File: config.mk
export PLATFORM = sky130hd
export DESIGN_NAME = multicycle_control_flat
export DESIGN_NICKNAME = d
export VERILOG_FILES = /design/src/rtl/multicycle_control_pkg.sv /design/src/rtl/multicycle_control_if.sv /design/src/rtl/multicycle_control_decode.sv /design/src/rtl/multicycle_control.sv /design/src/flat_wrapper.sv
export SDC_FILE = /design/constraint.sdc
export NUM_CORES = 1
export LEC_CHECK = 0
export BUFFER_PORTS_ARGS = -buffer_cell sky130_fd_sc_hd__buf_2
export CAP_MARGIN = 20
export CORE_UTILIZATION = 52
export DETAILED_ROUTE_END_ITERATION = 10
export HOLD_SLACK_MARGIN = 0.03
export PLACE_DENSITY_LB_ADDON = 0.1
export REMOVE_ABC_BUFFERS = 1
export SLEW_MARGIN = 20
export SYNTH_ARGS = -nofsm -noshare
export SYNTH_HDL_FRONTEND = slang
export SYNTH_HIERARCHICAL = 1
export SYNTH_SLANG_ARGS = --single-unit
File: constraint.sdc
create_clock -name clk -period 2.07 [get_ports clk]
set_clock_uncertainty 0.15 [all_clocks]
set_input_delay 0.414 -clock clk [delete_from_list [all_inputs] [get_ports clk]]
set_output_delay 0.414 -clock clk [all_outputs]
set_load 0.05 [all_outputs]
File: src/rtl/multicycle_control_pkg.sv
// Shared types and constants for the multi-cycle CPU control unit: state
// encoding, ALU operation codes, fault causes and the datapath strobe bundle.
package ctrl_pkg;

  typedef enum logic [2:0] {
    ST_IDLE   = 3'd0,
    ST_FETCH  = 3'd1,
    ST_DECODE = 3'd2,
    ST_EXEC   = 3'd3,
    ST_MEM    = 3'd4,
    ST_WB     = 3'd5,
    ST_TRAP   = 3'd6
  } state_t;

  localparam logic [1:0] ALU_ADD   = 2'b00;
  localparam logic [1:0] ALU_SUB   = 2'b01;
  localparam logic [1:0] ALU_FUNCT = 2'b10;

  localparam logic [1:0] CAUSE_NONE    = 2'b00;
  localparam logic [1:0] CAUSE_ILLEGAL = 2'b01;
  localparam logic [1:0] CAUSE_TIMEOUT = 2'b10;

  localparam int DEF_OP_RTYPE  = 0;
  localparam int DEF_OP_LOAD   = 1;
  localparam int DEF_OP_STORE  = 2;
  localparam int DEF_OP_BRANCH = 3;

  typedef struct packed {
    logic       pcWrite;
    logic       irWrite;
    logic       memRead;
    logic       memWrite;
    logic [1:0] aluOp;
    logic       aluSrc;
    logic       branch;
    logic       regWrite;
    logic       regDst;
    logic       memToReg;
  } strobes_t;

  // A zero timeout still needs a one-bit counter so the register exists.
  function automatic int cntWidth(input int timeout);
    return (timeout > 0) ? $clog2(timeout + 1) : 1;
  endfunction

endpackage

File: src/rtl/multicycle_control_if.sv
// Control-unit boundary: opcode and memory handshake in, datapath strobes
// and fault status out.
interface multicycle_control_if #(
  parameter int OP_W = 2
);
  logic [OP_W-1:0] op;
  logic            mem_ready;
  logic            pc_write;
  logic            ir_write;
  logic            mem_read;
  logic            mem_write;
  logic [1:0]      alu_op;
  logic            alu_src;
  logic            branch;
  logic            reg_write;
  logic            reg_dst;
  logic            mem_to_reg;
  logic            trap;
  logic [1:0]      cause;

  modport master (
    input  op, mem_ready,
    output pc_write, ir_write, mem_read, mem_write, alu_op, alu_src,
           branch, reg_write, reg_dst, mem_to_reg, trap, cause
  );

  modport slave (
    output op, mem_ready,
    input  pc_write, ir_write, mem_read, mem_write, alu_op, alu_src,
           branch, reg_write, reg_dst, mem_to_reg, trap, cause
  );
endinterface

File: src/rtl/multicycle_control_decode.sv
// Combinational strobe map: (state, latched opcode, mem_ready) -> datapath
// strobes. Holds no state of its own.
module control_decode
  import ctrl_pkg::*;
#(
  parameter int OP_W      = 2,
  parameter int OP_RTYPE  = DEF_OP_RTYPE,
  parameter int OP_LOAD   = DEF_OP_LOAD,
  parameter int OP_STORE  = DEF_OP_STORE,
  parameter int OP_BRANCH = DEF_OP_BRANCH
) (
  input  state_t          state,
  input  logic [OP_W-1:0] opQ,
  input  logic            memReady,
  output strobes_t        strobes
);

  localparam logic [OP_W-1:0] OPC_R = OP_W'(OP_RTYPE);
  localparam logic [OP_W-1:0] OPC_L = OP_W'(OP_LOAD);
  localparam logic [OP_W-1:0] OPC_S = OP_W'(OP_STORE);
  localparam logic [OP_W-1:0] OPC_B = OP_W'(OP_BRANCH);

  always_comb begin
    strobes = '0;
    case (state)
      ST_FETCH: begin
        strobes.memRead = 1'b1;
        // IR and PC commit in the very cycle the fetch completes.
        if (memReady) begin
          strobes.irWrite = 1'b1;
          strobes.pcWrite = 1'b1;
        end
      end
      ST_EXEC: begin
        if (opQ == OPC_R) begin
          strobes.aluOp  = ALU_FUNCT;
          strobes.aluSrc = 1'b0;
        end else if (opQ == OPC_L || opQ == OPC_S) begin
          strobes.aluOp  = ALU_ADD;
          strobes.aluSrc = 1'b1;
        end else if (opQ == OPC_B) begin
          strobes.aluOp  = ALU_SUB;
          strobes.aluSrc = 1'b0;
          strobes.branch = 1'b1;
        end
      end
      ST_MEM: begin
        if (opQ == OPC_L) begin
          strobes.memRead = 1'b1;
        end else if (opQ == OPC_S) begin
          strobes.memWrite = 1'b1;
        end
      end
      ST_WB: begin
        strobes.regWrite = 1'b1;
        if (opQ == OPC_R) begin
          strobes.regDst   = 1'b1;
          strobes.memToReg = 1'b0;
        end else if (opQ == OPC_L) begin
          strobes.regDst   = 1'b0;
          strobes.memToReg = 1'b1;
        end
      end
      default: strobes = '0;
    endcase
  end

endmodule

File: src/rtl/multicycle_control.sv
// Multi-cycle control unit: sequences FETCH/DECODE/EXEC/MEM/WB, bounds each
// memory wait with a timeout and parks in a sticky TRAP on faults.
module multicycle_control
  import ctrl_pkg::*;
#(
  parameter int OP_W      = 2,
  parameter int OP_RTYPE  = DEF_OP_RTYPE,
  parameter int OP_LOAD   = DEF_OP_LOAD,
  parameter int OP_STORE  = DEF_OP_STORE,
  parameter int OP_BRANCH = DEF_OP_BRANCH,
  parameter int TIMEOUT   = 15
) (
  input logic                  clk,
  input logic                  rst_n,
  multicycle_control_if.master bus
);

  localparam int CNT_W = cntWidth(TIMEOUT);
  localparam logic [CNT_W-1:0] CNT_LAST = CNT_W'((TIMEOUT > 0) ? TIMEOUT - 1 : 0);
  localparam logic [CNT_W-1:0] CNT_MAX  = CNT_W'(TIMEOUT);

  localparam logic [OP_W-1:0] OPC_R = OP_W'(OP_RTYPE);
  localparam logic [OP_W-1:0] OPC_L = OP_W'(OP_LOAD);
  localparam logic [OP_W-1:0] OPC_S = OP_W'(OP_STORE);
  localparam logic [OP_W-1:0] OPC_B = OP_W'(OP_BRANCH);

  state_t          state;
  state_t          stateNext;
  logic [OP_W-1:0] op_q;
  logic [CNT_W-1:0] waitCnt;
  logic            trapQ;
  logic [1:0]      causeQ;
  logic [1:0]      causeNext;
  logic            timeoutHit;
  logic            opLegal;
  logic            waiting;
  strobes_t        strobes;

  // The final wait cycle is the one that would push the count to TIMEOUT;
  // a mem_ready in that same cycle still completes the access.
  assign timeoutHit = (TIMEOUT != 0) && !bus.mem_ready && (waitCnt == CNT_LAST);
  assign waiting    = (state == ST_FETCH || state == ST_MEM) && !bus.mem_ready;
  assign opLegal    = (bus.op == OPC_R) || (bus.op == OPC_L) ||
                      (bus.op == OPC_S) || (bus.op == OPC_B);

  always_comb begin
    stateNext = state;
    causeNext = causeQ;
    case (state)
      ST_IDLE:   stateNext = ST_FETCH;
      ST_FETCH: begin
        if (bus.mem_ready) begin
          stateNext = ST_DECODE;
        end else if (timeoutHit) begin
          stateNext = ST_TRAP;
          causeNext = CAUSE_TIMEOUT;
        end
      end
      ST_DECODE: begin
        if (opLegal) begin
          stateNext = ST_EXEC;
        end else begin
          stateNext = ST_TRAP;
          causeNext = CAUSE_ILLEGAL;
        end
      end
      ST_EXEC: begin
        if (op_q == OPC_R) begin
          stateNext = ST_WB;
        end else if (op_q == OPC_L || op_q == OPC_S) begin
          stateNext = ST_MEM;
        end else begin
          stateNext = ST_FETCH;
        end
      end
      ST_MEM: begin
        if (bus.mem_ready) begin
          stateNext = (op_q == OPC_L) ? ST_WB : ST_FETCH;
        end else if (timeoutHit) begin
          stateNext = ST_TRAP;
          causeNext = CAUSE_TIMEOUT;
        end
      end
      ST_WB:     stateNext = ST_FETCH;
      ST_TRAP:   stateNext = ST_TRAP;
      default:   stateNext = ST_IDLE;
    endcase
  end

  always_ff @(posedge clk or negedge rst_n) begin
    if (!rst_n) begin
      state   <= ST_IDLE;
      op_q    <= '0;
      waitCnt <= '0;
      trapQ   <= 1'b0;
      causeQ  <= CAUSE_NONE;
    end else begin
      state  <= stateNext;
      causeQ <= causeNext;
      if (stateNext == ST_TRAP) begin
        trapQ <= 1'b1;
      end
      if (state == ST_DECODE) begin
        op_q <= bus.op;
      end
      // Every state change restarts the wait count, so FETCH and MEM always
      // begin counting from zero.
      if (stateNext != state) begin
        waitCnt <= '0;
      end else if (waiting && waitCnt != CNT_MAX) begin
        waitCnt <= waitCnt + 1'b1;
      end
    end
  end

  control_decode #(
    .OP_W      (OP_W),
    .OP_RTYPE  (OP_RTYPE),
    .OP_LOAD   (OP_LOAD),
    .OP_STORE  (OP_STORE),
    .OP_BRANCH (OP_BRANCH)
  ) uDecode (
    .state    (state),
    .opQ      (op_q),
    .memReady (bus.mem_ready),
    .strobes  (strobes)
  );

  assign bus.pc_write   = strobes.pcWrite;
  assign bus.ir_write   = strobes.irWrite;
  assign bus.mem_read   = strobes.memRead;
  assign bus.mem_write  = strobes.memWrite;
  assign bus.alu_op     = strobes.aluOp;
  assign bus.alu_src    = strobes.aluSrc;
  assign bus.branch     = strobes.branch;
  assign bus.reg_write  = strobes.regWrite;
  assign bus.reg_dst    = strobes.regDst;
  assign bus.mem_to_reg = strobes.memToReg;
  assign bus.trap       = trapQ;
  assign bus.cause      = causeQ;

endmodule

File: src/flat_wrapper.sv
// flat-port wrapper written by rule: the top's interface ports become plain ports
module multicycle_control_flat import ctrl_pkg::*;
#(
  parameter int OP_W      = 2,
  parameter int OP_RTYPE  = DEF_OP_RTYPE,
  parameter int OP_LOAD   = DEF_OP_LOAD,
  parameter int OP_STORE  = DEF_OP_STORE,
  parameter int OP_BRANCH = DEF_OP_BRANCH,
  parameter int TIMEOUT   = 15
)
  (clk, rst_n, bus_op, bus_mem_ready, bus_pc_write, bus_ir_write, bus_mem_read, bus_mem_write, bus_alu_op, bus_alu_src, bus_branch, bus_reg_write, bus_reg_dst, bus_mem_to_reg, bus_trap, bus_cause);
  multicycle_control_if #(.OP_W(OP_W)) bus_i ();
  input logic clk;
  input logic rst_n;
  input wire logic [$bits(bus_i.op)-1:0] bus_op;
  input wire logic [$bits(bus_i.mem_ready)-1:0] bus_mem_ready;
  output wire logic [$bits(bus_i.pc_write)-1:0] bus_pc_write;
  output wire logic [$bits(bus_i.ir_write)-1:0] bus_ir_write;
  output wire logic [$bits(bus_i.mem_read)-1:0] bus_mem_read;
  output wire logic [$bits(bus_i.mem_write)-1:0] bus_mem_write;
  output wire logic [$bits(bus_i.alu_op)-1:0] bus_alu_op;
  output wire logic [$bits(bus_i.alu_src)-1:0] bus_alu_src;
  output wire logic [$bits(bus_i.branch)-1:0] bus_branch;
  output wire logic [$bits(bus_i.reg_write)-1:0] bus_reg_write;
  output wire logic [$bits(bus_i.reg_dst)-1:0] bus_reg_dst;
  output wire logic [$bits(bus_i.mem_to_reg)-1:0] bus_mem_to_reg;
  output wire logic [$bits(bus_i.trap)-1:0] bus_trap;
  output wire logic [$bits(bus_i.cause)-1:0] bus_cause;
  assign bus_i.op = bus_op;
  assign bus_i.mem_ready = bus_mem_ready;
  assign bus_pc_write = bus_i.pc_write;
  assign bus_ir_write = bus_i.ir_write;
  assign bus_mem_read = bus_i.mem_read;
  assign bus_mem_write = bus_i.mem_write;
  assign bus_alu_op = bus_i.alu_op;
  assign bus_alu_src = bus_i.alu_src;
  assign bus_branch = bus_i.branch;
  assign bus_reg_write = bus_i.reg_write;
  assign bus_reg_dst = bus_i.reg_dst;
  assign bus_mem_to_reg = bus_i.mem_to_reg;
  assign bus_trap = bus_i.trap;
  assign bus_cause = bus_i.cause;
  multicycle_control #(.OP_W(OP_W), .OP_RTYPE(OP_RTYPE), .OP_LOAD(OP_LOAD), .OP_STORE(OP_STORE), .OP_BRANCH(OP_BRANCH), .TIMEOUT(TIMEOUT)) u_core (.clk(clk), .rst_n(rst_n), .bus(bus_i));
endmodule
==> reports/metrics.csv <==
metric;value;unit
Max rail drop VDD;1.06;mV
setup violators final;0;
HP Class;primary input to register;
Initial DRC Count;18;
CP startpoint;u_core/op_q[1]$_DFFE_PN0N_;
Inst Count DP;116;
Final HPWL DP;1.09;mm
Placer Congestion;0.709;
Die X;43.0;µm
Worst Setup EP;bus_mem_to_reg;
top cell type's share of synthesized area;0.343;
TritonRoute pass-1 iters;4;
Max FO, Critical Path;5;
layout cell share with drive strength beyond 1;0.383;
Fmax achieved;502;MHz
Rel. slew slack;0.684;
Final period util;0.963;
Final Max Slew Viols;0;
ant diodes;0;
IO buf count;18;
Max Cap Violations;0;
sequential fraction of the synthesis area;0.343;
Cell Chain, Critical Path;inv_1, ha_1, and4b_2, buf_2;
Die Height;43.0;µm
vias;676;
CTS tree;built;
Worst EP required;1510;ps
Mapped Area;875;µm²
CTS max path bufs;2;
initial antenna violation count;0;
syn_area_per_cell;10.2;µm²
routed wire length;1.53;mm
worst path arrival time;1430;ps
Final Core Density;0.666;
reg-to-reg critical path endpoint;u_core/waitCnt[2]$_DFFE_PN0P_;
crit path kind;register to output port;
largest area contributor in the netlist;dfrtp_1;
total CTS buffers;3;
R2R cell count;6;
worst reg2reg setup slack;320;ps
Worst-path clk slew;80;ps
most frequent cells in the layout;buf_2 (15), ha_1 (9), dfrtp_1 (8);
Power Density;1450;mW/mm²
nets;122;
initial core utilization;0.567;
CTS root buf;clkbuf_4;
H-tree depth;1;
WP depth;4;
die area;0.00185;mm²
measured slew at the worst slew-check pin;469;ps
crit start category;register;
family with the most delay on the worst path;flip-flops;
Via density;5.50;
core area;0.00154;mm²
Total Power;0.00149;W
Netlist cell types;37;
CP bufs+invs;2;
synthesis-to-layout area growth;17.5;%
Hold Vio Cnt, Final;0;
slowest stage cell, crit path;dfrtp_1;
total global routing overflow;0;
DRT antenna net count;0;
clock latency on the worst-skew pair;260;ps
Crit. End Element;output port;
commonest non-fill, non-tap cell in the layout;buf_2;
total track usage;0.194;
status;complete, no violations;
first-pass GRT wire length;2.70;mm
clock sink total;12;
vias in the first global route;598;
cells taking the most area after synthesis;dfrtp_1 (34%), ha_1 (13%), xor2_4 (3.1%);
synthesized flop and latch total;12;
Ys Warns;6;
Crit path largest cell delay;430;ps
worst hold path depth;3;
synthesized instance count;86;
DRC violations left;0;
Boundary Pins;19;
row count;14;
largest net degree at the start of global routing;21;
post-route minimum period;1990;ps
final cell count without fillers;123;
post-DR wirelength/cell;12.5;µm
Lkg Pwr;0.515;nW
RR Startpoint;u_core/waitCnt[0]$_DFFE_PN0P_;
RSZ-0062 raised after global routing;yes;
==> worst reg2reg max path: stages (launching register included) <==
cell and delay, ps:
dfrtp_1 400, inv_1 100, ha_1 140, and3_1 240, nor2_1 100, o21ai_0 400, nor2_1 90
==> synthesized netlist by cell type <==
cell       n
nand3_1    3
o32ai_2    1
nor2_1     4
buf_6      1
nor2_4     1
nand2_1    5
and4b_2    2
inv_1      6
and3_1     4
ha_1       9
nand3_4    1
nand3b_1   1
nor2b_2    1
nor3_1     1
o21ai_0    5
a21o_1     1
buf_4      3
o31ai_1    1
or2_2      1
and4bb_2   2
a21oi_1    3
or2b_1     1
and3b_2    1
xor2_4     1
nand4_1    1
buf_2      1
mux2_2     1
nor3b_1    2
and2_1     1
nor4bb_1   1
dfrtp_1   12
or3_1      1
a31oi_1    1
a41oi_1    1
nand2b_1   3
xnor2_1    1
xor2_1     1
==> layer usage <==
| layer | track usage | share of wire | vias to the layer above |
|---|---|---|---|
| met5 | 0 | 0 | - |
| met4 | 0.0606 | 0 | 0 |
| met3 | 0.0468 | 0.061 | 0 |
| met2 | 0.279 | 0.45 | 28 |
| met1 | 0.287 | 0.49 | 302 |
| li1 | - | - | 346 |
==> report_power, final <==
group	internal, W	switching, W
logic	0.000329	0.000511
registers	0.000305	0.000166
clock network	0.000107	0.0000737
total	0.000740	0.000751
==> cell type report <==
type                       count  area (µm²)
fill                         136         514
multi-input combinational     63         513
sequential                    12         305
timing repair buffer          22         130
clock buffer                   4        36.3
inverter                       6        22.5
tap                           16        20.0
==> worst min-delay path by stage <==
stage,start,to,slack (ps)
after floorplan,rst_n,u_core/bus.cause[0]$_DFFE_PN0P_,-30
after global placement,rst_n,u_core/bus.cause[0]$_DFFE_PN0P_,150
after detailed placement,rst_n,u_core/bus.cause[0]$_DFFE_PN0P_,150
after CTS,bus_op[1],u_core/op_q[1]$_DFFE_PN0N_,200
after global routing,bus_op[0],u_core/op_q[0]$_DFFE_PN0N_,230
final,bus_op[1],u_core/op_q[1]$_DFFE_PN0N_,200
==> logic make-up (layout without fill, tap and decap cells) <==
kind of cell	after synthesis	count (layout)	share of synthesized area
compound gates	13	13	0.0987
xor+xnor	3	3	0.0515
mux	1	1	0.0129
buf+inv	11	32	0.0701
flops	12	12	0.343
simple gates	37	37	0.295
fa+ha+maj	9	9	0.129
==> state kept, by name (all words and copies together) (netlist names) <==
name	flops
u_core/waitCnt	4
u_core/state	3
u_core/bus.cause	2
u_core/bus.trap	1
u_core/op_q	2
==> through the flow <==
step / hold WS, ps / worst slack, ps / TNS, ps / area (µm²)
floorplan: -31.6 / -57.4 / -159 / 836
global placement: 155 / 229 / 0 / 953
detailed placement: 155 / 210 / 0 / 953
CTS: 196 / 28.3 / 0 / 1000
global route: 228 / -21.0 / -54.6 / 1030
finish: 204 / 76.7 / 0 / 1030
==> what timing repair did <==
| action | in CTS | in global routing |
|---|---|---|
| resized for setup | 3 | 6 |
| hold buffers | 1 | 0 |
| buffers inserted | 0 | 2 |
| hold endpoints to repair | 12 | 0 |
| endpoints found under the setup margin | 11 | 7 |
Power figures use the tool's default switching activity.
